--- config.mk ---
export PLATFORM = sky130hd
export DESIGN_NAME = bcd_timer_ctrl
export DESIGN_NICKNAME = d
export VERILOG_FILES = /design/src/rtl/bcd_timer_ctrl.sv
export SDC_FILE = /design/constraint.sdc
export NUM_CORES = 1
export LEC_CHECK = 0
export CAP_MARGIN = 20
export CORE_MARGIN = 4
export CORE_UTILIZATION = 35
export CTS_BUF_LIST = sky130_fd_sc_hd__clkbuf_4
export DETAILED_ROUTE_END_ITERATION = 8
export MAX_ROUTING_LAYER = met4
export PLACE_DENSITY = 0.55
export SETUP_SLACK_MARGIN = 0.02
export SLEW_MARGIN = 20
export SYNTH_ARGS = -nofsm -noshare
export SYNTH_HDL_FRONTEND = slang
export SYNTH_SLANG_ARGS = --single-unit
--- constraint.sdc ---
create_clock -name CP -period 9.9 [get_ports CP]
set_clock_uncertainty 0.1 [all_clocks]
set_input_delay 1.485 -clock CP [delete_from_list [all_inputs] [get_ports CP]]
set_output_delay 1.485 -clock CP [all_outputs]
set_load 0.01 [all_outputs]
--- src/rtl/bcd_timer_ctrl.sv ---
// BCD hh:mm:ss timer with an on-chip tick prescaler. It counts down (countdown)
// or up (stopwatch), supports a synchronous preset with a reload shadow, and has
// optional auto-reload on down-count expiry. Everything runs on CP; there are no
// derived clocks.
//
// Ports:
//   CP         clock, rising edge
//   CR         asynchronous active-low reset, clears all state
//   CE         run enable (low pauses time and prescaler)
//   PE         synchronous preset of time and reload shadow from D_*
//   UP         1 = count up, 0 = count down (sampled every tick)
//   RELOAD_EN  down mode: reload the shadow on expiry and keep running
//   D_H/M/S    preset value, BCD
//   Q_H/M/S    current time, BCD
//   TC         one-cycle pulse when the terminal value is reached
//   DONE       sticky expiry flag
//   RUNNING    high while in the run state
module bcd_timer_ctrl #(
  parameter int unsigned CLK_DIV  = 1000,
  parameter logic [7:0]  HOUR_MAX = 8'h23,
  parameter int unsigned DIV_W    = $clog2(CLK_DIV) + 1
) (
  input  logic       CP,
  input  logic       CR,
  input  logic       CE,
  input  logic       PE,
  input  logic       UP,
  input  logic       RELOAD_EN,
  input  logic [7:0] D_H,
  input  logic [7:0] D_M,
  input  logic [7:0] D_S,
  output logic [7:0] Q_H,
  output logic [7:0] Q_M,
  output logic [7:0] Q_S,
  output logic       TC,
  output logic       DONE,
  output logic       RUNNING
);

  localparam logic [DIV_W-1:0] PrescLast = DIV_W'(CLK_DIV - 1);

  typedef enum logic [1:0] {StIdle, StRun, StPause, StExpired} state_e;

  // Force each nibble into 0..9, then clamp the whole byte to max.
  function automatic logic [7:0] sanitize(input logic [7:0] v, input logic [7:0] max);
    logic [3:0] hi, lo;
    logic [7:0] c;
    hi = (v[7:4] > 4'd9) ? 4'd9 : v[7:4];
    lo = (v[3:0] > 4'd9) ? 4'd9 : v[3:0];
    c  = {hi, lo};
    return (c > max) ? max : c;
  endfunction

  // Returns {carry, next} for a 00..59 field.
  function automatic logic [8:0] inc_base60(input logic [7:0] v);
    logic [3:0] hi, lo;
    hi = v[7:4] + 4'd1;
    lo = v[3:0] + 4'd1;
    if (v >= 8'h59)          return {1'b1, 8'h00};
    else if (v[3:0] == 4'd9) return {1'b0, hi, 4'h0};
    else                     return {1'b0, v[7:4], lo};
  endfunction

  // Returns {borrow, next} for a 00..59 field.
  function automatic logic [8:0] dec_base60(input logic [7:0] v);
    logic [3:0] hi, lo;
    hi = v[7:4] - 4'd1;
    lo = v[3:0] - 4'd1;
    if (v == 8'h00)          return {1'b1, 8'h59};
    else if (v[3:0] == 4'd0) return {1'b0, hi, 4'h9};
    else                     return {1'b0, v[7:4], lo};
  endfunction

  // Hours saturate at both ends; the terminal check keeps them from being hit.
  function automatic logic [7:0] inc_hour(input logic [7:0] v);
    logic [3:0] hi, lo;
    hi = v[7:4] + 4'd1;
    lo = v[3:0] + 4'd1;
    if (v >= HOUR_MAX)       return v;
    else if (v[3:0] == 4'd9) return {hi, 4'h0};
    else                     return {v[7:4], lo};
  endfunction

  function automatic logic [7:0] dec_hour(input logic [7:0] v);
    logic [3:0] hi, lo;
    hi = v[7:4] - 4'd1;
    lo = v[3:0] - 4'd1;
    if (v == 8'h00)          return v;
    else if (v[3:0] == 4'd0) return {hi, 4'h9};
    else                     return {v[7:4], lo};
  endfunction

  function automatic logic is_terminal(input logic up, input logic [7:0] h,
                                       input logic [7:0] m, input logic [7:0] s);
    if (up) return (h == HOUR_MAX) && (m == 8'h59) && (s == 8'h59);
    else    return (h == 8'h00) && (m == 8'h00) && (s == 8'h00);
  endfunction

  state_e           state_q, state_d;
  logic [7:0]       h_q, h_d, m_q, m_d, s_q, s_d;
  logic [7:0]       sh_h_q, sh_h_d, sh_m_q, sh_m_d, sh_s_q, sh_s_d;
  logic [DIV_W-1:0] presc_q, presc_d;
  logic             tc_q, tc_d, done_q, done_d;
  // Set when a tick reached 00:00:00 with reload active; the next tick then
  // loads the shadow instead of expiring.
  logic             armed_q, armed_d;

  logic [8:0] s_step, m_step;
  logic [7:0] h_step, nxt_h, nxt_m, nxt_s;
  logic       cur_term, nxt_term, reload_ok;

  assign s_step = UP ? inc_base60(s_q) : dec_base60(s_q);
  assign m_step = UP ? inc_base60(m_q) : dec_base60(m_q);
  assign h_step = UP ? inc_hour(h_q) : dec_hour(h_q);

  assign nxt_s = s_step[7:0];
  assign nxt_m = s_step[8] ? m_step[7:0] : m_q;
  assign nxt_h = (s_step[8] && m_step[8]) ? h_step : h_q;

  assign cur_term  = is_terminal(UP, h_q, m_q, s_q);
  assign nxt_term  = is_terminal(UP, nxt_h, nxt_m, nxt_s);
  // A zero shadow would re-expire forever, so treat it as no reload.
  assign reload_ok = !UP && RELOAD_EN && (|{sh_h_q, sh_m_q, sh_s_q});

  always_comb begin
    state_d = state_q;
    h_d     = h_q;
    m_d     = m_q;
    s_d     = s_q;
    sh_h_d  = sh_h_q;
    sh_m_d  = sh_m_q;
    sh_s_d  = sh_s_q;
    presc_d = presc_q;
    tc_d    = 1'b0;
    done_d  = done_q;
    armed_d = armed_q;

    if (PE) begin
      h_d     = sanitize(D_H, HOUR_MAX);
      m_d     = sanitize(D_M, 8'h59);
      s_d     = sanitize(D_S, 8'h59);
      sh_h_d  = h_d;
      sh_m_d  = m_d;
      sh_s_d  = s_d;
      presc_d = '0;
      done_d  = 1'b0;
      armed_d = 1'b0;
      state_d = CE ? StRun : StIdle;
    end else begin
      unique case (state_q)
        StIdle: begin
          if (CE) state_d = StRun;
        end
        StRun: begin
          if (!CE) begin
            state_d = StPause;
          end else if (cur_term && !armed_q) begin
            // Entered run already at the terminal value: expire without a tick.
            tc_d    = 1'b1;
            done_d  = 1'b1;
            state_d = StExpired;
          end else if (cur_term && !reload_ok) begin
            // Reload was withdrawn while waiting; TC has already been issued.
            armed_d = 1'b0;
            state_d = StExpired;
          end else if (presc_q == PrescLast) begin
            presc_d = '0;
            armed_d = 1'b0;
            if (cur_term) begin
              h_d = sh_h_q;
              m_d = sh_m_q;
              s_d = sh_s_q;
            end else begin
              h_d = nxt_h;
              m_d = nxt_m;
              s_d = nxt_s;
              if (nxt_term) begin
                tc_d   = 1'b1;
                done_d = 1'b1;
                if (reload_ok) armed_d = 1'b1;
                else           state_d = StExpired;
              end
            end
          end else begin
            presc_d = presc_q + DIV_W'(1);
          end
        end
        StPause: begin
          if (CE) state_d = StRun;
        end
        StExpired: begin
          done_d = 1'b1;
        end
        default: state_d = StIdle;
      endcase
    end
  end

  always_ff @(posedge CP or negedge CR) begin
    if (!CR) begin
      state_q <= StIdle;
      h_q     <= '0;
      m_q     <= '0;
      s_q     <= '0;
      sh_h_q  <= '0;
      sh_m_q  <= '0;
      sh_s_q  <= '0;
      presc_q <= '0;
      tc_q    <= 1'b0;
      done_q  <= 1'b0;
      armed_q <= 1'b0;
    end else begin
      state_q <= state_d;
      h_q     <= h_d;
      m_q     <= m_d;
      s_q     <= s_d;
      sh_h_q  <= sh_h_d;
      sh_m_q  <= sh_m_d;
      sh_s_q  <= sh_s_d;
      presc_q <= presc_d;
      tc_q    <= tc_d;
      done_q  <= done_d;
      armed_q <= armed_d;
    end
  end

  assign Q_H     = h_q;
  assign Q_M     = m_q;
  assign Q_S     = s_q;
  assign TC      = tc_q;
  assign DONE    = done_q;
  assign RUNNING = (state_q == StRun);

endmodule

==> impl_results.md, run 1 <==
* Root Buffer: clkbuf_4
* Setup total negative slack at 0 ps
* Hold path depth at 1
* DR WL met3 at 1.185 mm
* Synth top area share at 0.3145
* Min-delay worst type: reg -> reg
* Total die area at 16540 µm²
* Commonest cells post-synth: nor2_1, dfrtp_1, nand2_1, o21ai_0, a21oi_1
* WHS Endpoint: sh_h_q[0]$_DFFE_PN0P_
* # IOs at 57
* Skew-Pair Late Insertion Delay at 430 ps
* Critical path's slowest cell: o2bb2ai_1
* Wire length after detailed routing at 17.02 mm
* Total GRT Usage at 0.2118
* Seq/Total Area, Yosys at 0.3145
* Mapped Area at 5092 µm²
* Post-CTS setup buffer count at 0
* Clock slew at reported path FFs at 110 ps
* Final Max Slew Viols at 0
* Worst-Margin Slew at 1035 ps
* Crit-path leading delay family: compound AO/OA/AOI/OAI gates
* Synth warn at 0
* Post-route insts no fill at 847
* Flop and latch count out of synthesis at 64
* GR Overflow Total at 0
* CP Data Arrival Time at 4890 ps
* Hold_sp: sh_h_q[0]$_DFFE_PN0P_
* Seq. cell area at 1602 µm²
* Power share of the clock group at 0.238
* RSZ-0062 raised after global routing: false
* Sinks on the clock net at 64
* Final hold viol count at 0
* Via count at 5210
* Syn Area/Cell at 8.058 µm²
* Cells after Synth at 632
* Sw Share at 0.3573
* Max Cap Viol at 0
* I/O Buffers at 56
* HPWL Detailed at 12.32 mm
* Tmin final at 4632 ps
* Die Y at 128.6 µm
* TritonCTS Buffers at 9
* Status: finished, final reports clean
* Top Metal Used: met4
* Final Instance Area at 5817 µm²
* Critical-path maximum fanout at 40
* Initial Utilization at 0.3626
* Area growth, synth to finish at 14.23%
* Final setup vio count at 0
* Post-synth top area cell: dfrtp_1
* DRT met1 WL at 7.957 mm
* Count leader, synth: nor2_1
* Maximum vdd drop at 71.68 µV
* Router iterations before antenna repair at 6
* Ranking of synthesized cells by area: dfrtp_1, nor2_1, o21ai_0
* Max H-tree Level at 3
* CTS tree: done
* Synth Net Count at 675
* Post-DR wirelength/cell at 20.10 µm
* CP Buf/Inv Count at 2
* Die X at 128.6 µm
* Internal power at 0.3910 mW
* Post-route ant nets at 0
* Number of antenna violations at the first check in global routing at 0
* CP peak stage delay at 800 ps
* DRT iter0 DRCs at 630
* Placed inst area at 5715 µm²
* Post-CTS resize count at 0
* Fin nets at 705
* DRC Markers at 0
* Vias/cell at 6.151
* Multi-input combinational cell area at 3181 µm²
* CP Launch Type: input port
* Met2 WL at 7.595 mm
* R2R setup slack at 6030 ps
* Final core occ at 0.4142
* Largest net degree at the start of global routing at 65
* Clk buf depth at 2
* Capturing point of the worst reg2reg path: presc_q[6]$_DFFE_PN0P_
* Critical path class: in -> reg
* CP startpoint: UP
* EDFF count, synth at 0
* Leakage at 2.213 nW
* Fillers at 1445
* Sequential power share at 0.493
* Core area at 14040 µm²
* Fraction of layout cells with a size suffix above 1 at 0.06897
* Main synth FF type: dfrtp_1
* PwrDens at 104.6 nW/µm²
* Data required, critical path at 10150 ps
* CP cell instances: clkdlybuf4s50_1, buf_4, nand4_1, o2bb2ai_1, nor2_1, a211oi_1, nand2_1, nor4_2, o21ai_1, a211oi_2
* Number of global-route vias before repair at 4912
* Critical Path End Type: register
* # hold bufs at CTS at 0
* Reg2reg path depth at 8
* Gate power share at 0.269
* GPL Wtd Cong at 0.9453
* Cell row count at 43
* Net switching power at 0.2174 mW
* Slew HR at 0.3034
* R2r startpoint: Q_M[0]$_DFFE_PN0P_
* Dpl cells at 831
* Global-route wire length before repair at 26.91 mm
* Final period utilization at 0.4679
* ANT cells at 0
* Asr flop ratio synth at 1.000
* Post-synth cell types at 81
* Max Freq at 215.9 MHz
per-layer routing:
metal	vias up	track usage
met4	0	0.06671
met2	217	0.3049
met1	2526	0.3077
met5	-	-
met3	21	0.02864
li1	2446	-
worst reg2reg max path: cells and delay by family, from the launching register on:
kind / cells / cell delay, ps
xor+xnor: 1 / 180
flops: 1 / 640
simple gates: 4 / 1620
compound gates: 3 / 1200
logic make-up after synthesis:
logic type | synth area share
buffers and inverters | 0.06093
AO/OA/AOI/OAI | 0.2919
AND/OR/NAND/NOR | 0.2676
adder cells (fa/ha/maj) | 0.03194
XOR/XNOR | 0.01720
flip-flops | 0.3145
multiplexers | 0.01597
cells in the final DEF, fill, tap and decap left out, drive strengths merged, types with 12 or more instances in the layout:
cell / n
a211oi: 12
a21oi: 40
clkdlybuf4s50: 54
dfrtp: 64
ha: 13
inv: 28
nand2: 50
nand3: 18
nor2: 68
nor3: 26
nor4: 16
o211ai: 18
o21a: 13
o21ai: 48
layout make-up:
class                           instances  share of cell area
Timing Repair Buffer                   62              0.1024
Sequential cell                        64              0.2753
Clock buffer                           10             0.01291
Multi-Input combinational cell        495              0.5468
Clock inverter                          6            0.004517
Inverter                               30             0.01936
Tap cell                              180             0.03872
stage by stage:
step           setup WS (ps)  hold slack, ps  power [mW]
2_1_floorplan           5988           367.5      0.3970
3_3_place_gp            5004           411.1      0.4648
3_5_place_dp            4935           410.3      0.4649
4_1_cts                 5370           432.1      0.6113
5_1_grt                 4985           458.0      0.6433
6_report                5268           425.1      0.6084
sequential cells by signal, indices dropped and copies added, names as in the netlist:
signal / flops
Q_M: 8
presc_q: 11
sh_h_q: 8
Q_H: 8
Q_S: 8
sh_m_q: 8
sh_s_q: 8
armed_q: 1
TC: 1
DONE: 1
state_q: 2
how the worst max path moves through the flow:
| stage | endpoint | cells past startpoint |
|---|---|---|
| finish | TC$_DFF_PN0_ | 10 |
| global route | TC$_DFF_PN0_ | 10 |
| CTS | TC$_DFF_PN0_ | 10 |
| detailed placement | TC$_DFF_PN0_ | 10 |
| global placement | TC$_DFF_PN0_ | 10 |
| floorplan | TC$_DFF_PN0_ | 8 |
power groups by stage:
stage / clock network [mW] / registers (mW) / logic (mW)
2_1_floorplan: 0 / 0.290 / 0.107
3_3_place_gp: 0 / 0.304 / 0.161
3_5_place_dp: 0 / 0.304 / 0.161
4_1_cts: 0.150 / 0.299 / 0.162
5_1_grt: 0.162 / 0.302 / 0.179
6_report: 0.145 / 0.300 / 0.164
No activity file was read; power rests on OpenSTA's default activity.
==> inputs of run 2 (changes only) <==
--- a/config.mk
+++ b/config.mk
@@ -11,7 +11,7 @@
 export CTS_BUF_LIST = sky130_fd_sc_hd__clkbuf_4
 export DETAILED_ROUTE_END_ITERATION = 8
 export MAX_ROUTING_LAYER = met4
-export PLACE_DENSITY = 0.55
+export PLACE_DENSITY = 0.57
 export SETUP_SLACK_MARGIN = 0.02
 export SLEW_MARGIN = 20
 export SYNTH_ARGS = -nofsm -noshare
==> constraint.sdc (replaced) <==
create_clock -name CP -period 3.8 [get_ports CP]
set_clock_uncertainty 0.1 [all_clocks]
set_input_delay 0.57 -clock CP [delete_from_list [all_inputs] [get_ports CP]]
set_output_delay 0.57 -clock CP [all_outputs]
set_load 0.01 [all_outputs]
==> run 2 against run 1 <==
Against the previous run:
- first-iteration DRC count up 25%
- combinational power rose to 3.0 times the previous value
- sequential power rose to 2.5 times the previous value
- count of clock-buffer cells in the layout down 1
- core utilization up 2.6 points
- sequential cell count unchanged
- final area up 6.2%
- register-to-register slack worse by 5700 ps
- sequential share of layout area down 1.6 points
- largest cell class unchanged
==> impl_results.md, run 2 (synthesis gave the netlist of run 1 again) <==
* Reg2reg path depth at 10 (+2)
* RSZ-0062 raised after global routing: false
* Tmin final at 3422 ps
* Area growth, synth to finish at 21.28%
* Total die area at 16540 µm² (unchanged)
* Most frequent cells in the layout: nor2_1, dfrtp_1, clkdlybuf4s50_1
* Worst Setup EP: TC$_DFF_PN0_
* Max H-tree Level at 3 (unchanged)
* Final Max Slew Viols at 0 (unchanged)
* CP Buf/Inv Count at 1 (-1)
* Dpl cells at 869 (+4.6%)
* PwrDens at 290.1 nW/µm² (+180%)
* Clock slew at reported path FFs at 120 ps (about the same)
* Post-route insts no fill at 885 (+4.5%)
* Root Buffer: clkbuf_4
* Crit-path leading delay family: simple AND/OR/NAND/NOR gates
* R2r startpoint: Q_H[0]$_DFFE_PN0P_
* CP Launch Type: register
* Critical path's slowest cell: or4b_2
* CTS tree: done
* Fraction of layout cells with a size suffix above 1 at 0.1220 (+0.05302)
* Multi-input combinational cell area at 3181 µm² (unchanged)
* HPWL Detailed at 13.88 mm (+13%)
* Via count at 5464 (+4.9%)
* Status: finished, final reports clean
* Capturing point of the worst reg2reg path: TC$_DFF_PN0_
* ANT cells at 0 (unchanged)
* Max Freq at 292.2 MHz
* CP peak stage delay at 630 ps (-170 ps)
* Clk buf depth at 2 (unchanged)
* Vias/cell at 6.174 (+0.37%)
* R2R setup slack at 380 ps (-5650 ps)
* Final Worst Setup Slack at 377.5 ps (-4890 ps)
* TritonCTS Buffers at 9 (unchanged)
* # IOs at 57 (unchanged)
* Fillers at 1389 (-3.9%)
* DRC Markers at 0 (unchanged)
* Cell row count at 43 (unchanged)
* Number of global-route vias before repair at 5084 (+3.5%)
* Final period utilization at 0.9006
* Data required, critical path at 4060 ps (-6090 ps)
* Most flops, register: presc_q
* Critical path class: reg -> reg
* Placement Setup Slack at 61.87 ps (-4873 ps)
* Fin nets at 743 (+5.4%)
* Setup total negative slack at 0 ps (unchanged)
* Sinks on the clock net at 64 (unchanged)
* Seq. cell area at 1602 µm² (unchanged)
* Critical Path End Type: register
* CP startpoint: Q_H[0]$_DFFE_PN0P_
* Global-route wire length before repair at 28.68 mm (+6.6%)
* Initial Utilization at 0.3626 (unchanged)
* Maximum vdd drop at 225.7 µV (+210%)
* Core area at 14040 µm² (unchanged)
* Critical path depth at 10 (unchanged)
* Die X at 128.6 µm (unchanged)
* Skew-Pair Late Insertion Delay at 440 ps (about the same)
* Total GRT Usage at 0.2275 (+0.01575)
* Min-delay worst type: in -> async
* DRT iter0 DRCs at 789 (+25%)
* GPL Wtd Cong at 0.9483 (+0.32%)
* CP Data Arrival Time at 3680 ps (-1210 ps)
* Post-CTS resize count at 0 (unchanged)
* Post-DR wirelength/cell at 20.41 µm (+1.6%)
* Slew HR at 0.4583 (+0.1549)
* Final setup vio count at 0 (unchanged)
* Critical-path maximum fanout at 8 (-80%)
* Post-CTS setup buffer count at 0 (unchanged)
* Leakage at 2.414 nW (+9.1%)
* Total power at 1.792 mW (+190%)
* I/O Buffers at 56 (unchanged)
* Hold WS at 183.9 ps (-241.3 ps)
* Worst-Margin Slew at 812.5 ps (-222.8 ps)
* # hold bufs at CTS at 0 (unchanged)
* Post-route ant nets at 0 (unchanged)
* Max Cap Viol at 0 (unchanged)
* Max reg flops at 11 (unchanged)
* Largest net degree at the start of global routing at 65 (unchanged)
* GR Overflow Total at 0 (unchanged)
* Die Y at 128.6 µm (unchanged)
* CP cell instances: inv_1, ha_1, or4b_2, or4_1, nor2_1, mux2i_1, nand4_1, nor4_2, o21ai_1, a211oi_2
* Router iterations before antenna repair at 5 (-1)
* Wire length after detailed routing at 18.07 mm (+6.1%)
* Number of antenna violations at the first check in global routing at 0 (unchanged)
* Commonest non-fill, non-tap cell in the layout: nor2_1
* Final hold viol count at 0 (unchanged)
## run 2: routing by layer
layer / GRT usage / up-vias / routed length, µm
met1: 0.3358 / 2637 / 8474
met2: 0.3264 / 277 / 7915
li1: - / 2528 / -
met3: 0.03155 / 22 / 1366
met5: - / - / 0
met4: 0.05991 / 0 / 311
## run 2: report_power, final
| group | total, mW | internal, mW | leakage (nW) | switching, mW |
|---|---|---|---|---|
| logic | 0.500 | 0.208 | 1.55 | 0.292 |
| clock network | 0.542 | 0.266 | 0.0762 | 0.276 |
| registers | 0.750 | 0.710 | 0.787 | 0.0407 |
| total | 1.79 | 1.18 | 2.41 | 0.608 |
## run 2: layout make-up
cell class | count | share of cell area
clock buffers | 9 | 0.01094
inverters | 30 | 0.01823
flip-flops and latches | 64 | 0.2593
repair buffers | 100 | 0.1447
clock inverters | 7 | 0.01540
well taps | 180 | 0.03647
multi-input cells | 495 | 0.5150
## run 2: per-stage QoR
stage	util	area, µm²
2_1_floorplan	-	5092
3_3_place_gp	0.4282	6013
3_5_place_dp	0.4282	6013
4_1_cts	0.4398	6176
5_1_grt	0.4398	6176
6_report	0.4398	6176
## run 2: how the worst min path moves through the flow
stage,to,startpoint,depth (start not counted)
2_1_floorplan,DONE$_DFFE_PN0P_,CR,0
4_1_cts,sh_m_q[4]$_DFFE_PN0P_,CR,2
5_1_grt,sh_m_q[4]$_DFFE_PN0P_,CR,2
3_3_place_gp,sh_m_q[2]$_DFFE_PN0P_,sh_m_q[2]$_DFFE_PN0P_,1
6_report,sh_m_q[4]$_DFFE_PN0P_,CR,2
3_5_place_dp,sh_m_q[2]$_DFFE_PN0P_,sh_m_q[2]$_DFFE_PN0P_,1
==> inputs of run 3 (changes only) <==
--- a/config.mk
+++ b/config.mk
@@ -7,11 +7,11 @@
 export LEC_CHECK = 0
 export CAP_MARGIN = 20
 export CORE_MARGIN = 4
-export CORE_UTILIZATION = 35
+export CORE_UTILIZATION = 37
 export CTS_BUF_LIST = sky130_fd_sc_hd__clkbuf_4
 export DETAILED_ROUTE_END_ITERATION = 8
 export MAX_ROUTING_LAYER = met4
-export PLACE_DENSITY = 0.57
+export PLACE_DENSITY = 0.6
 export SETUP_SLACK_MARGIN = 0.02
 export SLEW_MARGIN = 20
 export SYNTH_ARGS = -nofsm -noshare
==> run 3 against run 2 <==
Against the previous run:
- die area fell by 5.1%
- hold slack lost 140 ps
- sequential power is essentially flat
- maximum frequency decreased by 0.61%
- clock power fell by 2%
- count of clock-buffer cells in the layout increased by 3
- combinational power up 1%
- final area up 0.22%
- register-to-register slack got worse by 20 ps
- global-route usage grew 0.65 points
- sequential share of layout area down 0.058 points
- critical path depth stayed put
- largest cell class unchanged
==> impl_results.md, run 3 (synthesis gave the netlist of run 1 again) <==
* Status: finished, final reports clean
* DRC Markers at 0 (unchanged)
* Core area at 13350 µm² (-4.9%)
* Number of antenna violations at the first check in global routing at 0 (unchanged)
* GPL Wtd Cong at 0.9139 (-3.6%)
* Multi-input combinational cell area at 3181 µm² (unchanged)
* Number of global-route vias before repair at 5203 (+2.3%)
* Post-CTS resize count at 0 (unchanged)
* ANT cells at 0 (unchanged)
* Wire length after detailed routing at 17.86 mm (-1.1%)
* Area growth, synth to finish at 21.55%
* Data required, critical path at 4050 ps (about the same)
* Max Freq at 290.4 MHz (-0.61%)
* Most flops, register: presc_q
* PwrDens at 288.4 nW/µm² (-0.57%)
* Die Y at 125.3 µm (-2.6%)
* CP Data Arrival Time at 3690 ps (about the same)
* Final setup vio count at 0 (unchanged)
* CTS tree: done
* Tmin final at 3444 ps (+21.16 ps)
* Die X at 125.3 µm (-2.6%)
* Critical path class: reg -> reg
* Root Buffer: clkbuf_4
* Initial Utilization at 0.3815 (+0.01887)
* Seq. cell area at 1602 µm² (unchanged)
* TritonCTS Buffers at 9 (unchanged)
* Maximum vdd drop at 212.8 µV (-5.7%)
* Max Cap Viol at 0 (unchanged)
* Reg2reg path depth at 10 (unchanged)
* Final period utilization at 0.9062 (+0.005567)
* RSZ-0062 raised after global routing: false
* I/O Buffers at 56 (unchanged)
* Commonest non-fill, non-tap cell in the layout: nor2_1
* Total GRT Usage at 0.2341 (+0.006513)
* Worst-Margin Slew at 632.7 ps (-179.9 ps)
* Max reg flops at 11 (unchanged)
* Fin nets at 744 (+0.13%)
* Post-route ant nets at 0 (unchanged)
* GR Overflow Total at 0 (unchanged)
* Total die area at 15700 µm² (-5.1%)
* Setup total negative slack at 0 ps (unchanged)
* DRT iter0 DRCs at 720 (-8.7%)
* Router iterations before antenna repair at 6 (+1)
* Skew-Pair Late Insertion Delay at 420 ps (-20 ps)
* Sinks on the clock net at 64 (unchanged)
* Clock slew at reported path FFs at 110 ps (about the same)
* Final Max Slew Viols at 0 (unchanged)
* Critical Path End Type: register
* Final core occ at 0.4637 (+0.02391)
* Most frequent cells in the layout: nor2_1, dfrtp_1, clkdlybuf4s50_1
* Slew HR at 0.5673 (+0.1090)
* Vias/cell at 6.069 (-1.7%)
* Min-delay worst type: in -> async
* CP Launch Type: register
* Via count at 5353 (-2.0%)
* Post-DR wirelength/cell at 20.25 µm (-0.80%)
* # IOs at 57 (unchanged)
* Leakage at 2.436 nW (+0.93%)
* Critical-path maximum fanout at 8 (unchanged)
* Cell row count at 42 (-2.3%)
* Fraction of layout cells with a size suffix above 1 at 0.1232 (+0.001244)
* Largest net degree at the start of global routing at 53 (-18%)
* HPWL Detailed at 13.66 mm (-1.6%)
* Post-CTS setup buffer count at 0 (unchanged)
* Total power at 1.785 mW (-0.35%)
* Final hold viol count at 0 (unchanged)
* Max H-tree Level at 3 (unchanged)
* Fillers at 1365 (-1.7%)
* Global-route wire length before repair at 28.77 mm (+0.34%)
* # hold bufs at CTS at 0 (unchanged)
* Clk buf depth at 2 (unchanged)
-- run 3: layout make-up --
cell class / instances / area share
timing repair buffer: 101 / 0.1480
tap: 176 / 0.03558
inverter: 30 / 0.01819
clock buffer: 12 / 0.01455
clock inverter: 4 / 0.01112
multi-input combinational: 495 / 0.5138
sequential: 64 / 0.2587
-- run 3: metal layers --
layer  vias up  share of wire  GRT usage
met5         -              0          -
li1       2512              -          -
met4         0          0.017    0.05995
met2       213           0.44     0.3413
met3        19          0.058    0.02601
met1      2609           0.48     0.3461
-- run 3: worst max-delay path, stage by stage, from the launching register on --
cell and delay, ps:
dfrtp_1 400, inv_1 140, ha_1 320, or4b_2 640
or4_1 410, nor2_1 160, mux2i_1 340, nand4_1 160
nor4_2 380, o21ai_1 160, a211oi_2 180
-- run 3: path summary, 6_finish.rpt --
check | startpoint | end | slack, ps
min in group CP | sh_h_q[0]$_DFFE_PN0P_ | sh_h_q[0]$_DFFE_PN0P_ | 440
hold reg to reg | sh_h_q[0]$_DFFE_PN0P_ | sh_h_q[0]$_DFFE_PN0P_ | 440
setup / recovery | Q_H[1]$_DFFE_PN0P_ | TC$_DFF_PN0_ | 360
hold / removal | CR | Q_M[2]$_DFFE_PN0P_ | 50
max in group asynchronous | CR | sh_s_q[5]$_DFFE_PN0P_ | 2860
setup reg to reg | Q_H[1]$_DFFE_PN0P_ | TC$_DFF_PN0_ | 360
-- run 3: power by group --
part | internal (mW) | switching (mW) | total, mW
Sequential | 0.710 | 0.0387 | 0.748
Combinational | 0.212 | 0.293 | 0.506
Clock | 0.287 | 0.245 | 0.531
Total | 1.21 | 0.577 | 1.79
-- run 3: stage by stage --
stage | instances | setup WS, ps | instance area, µm² | hold slack [ps]
after floorplan | 632 | 576.8 | 5092 | 174.4
after global placement | 866 | 130.7 | 6028 | 403.0
after detailed placement | 866 | 39.50 | 6028 | 412.6
after CTS | 882 | 347.6 | 6187 | 253.5
after global routing | 882 | 50.64 | 6190 | 66.47
final | 882 | 356.4 | 6190 | 45.85
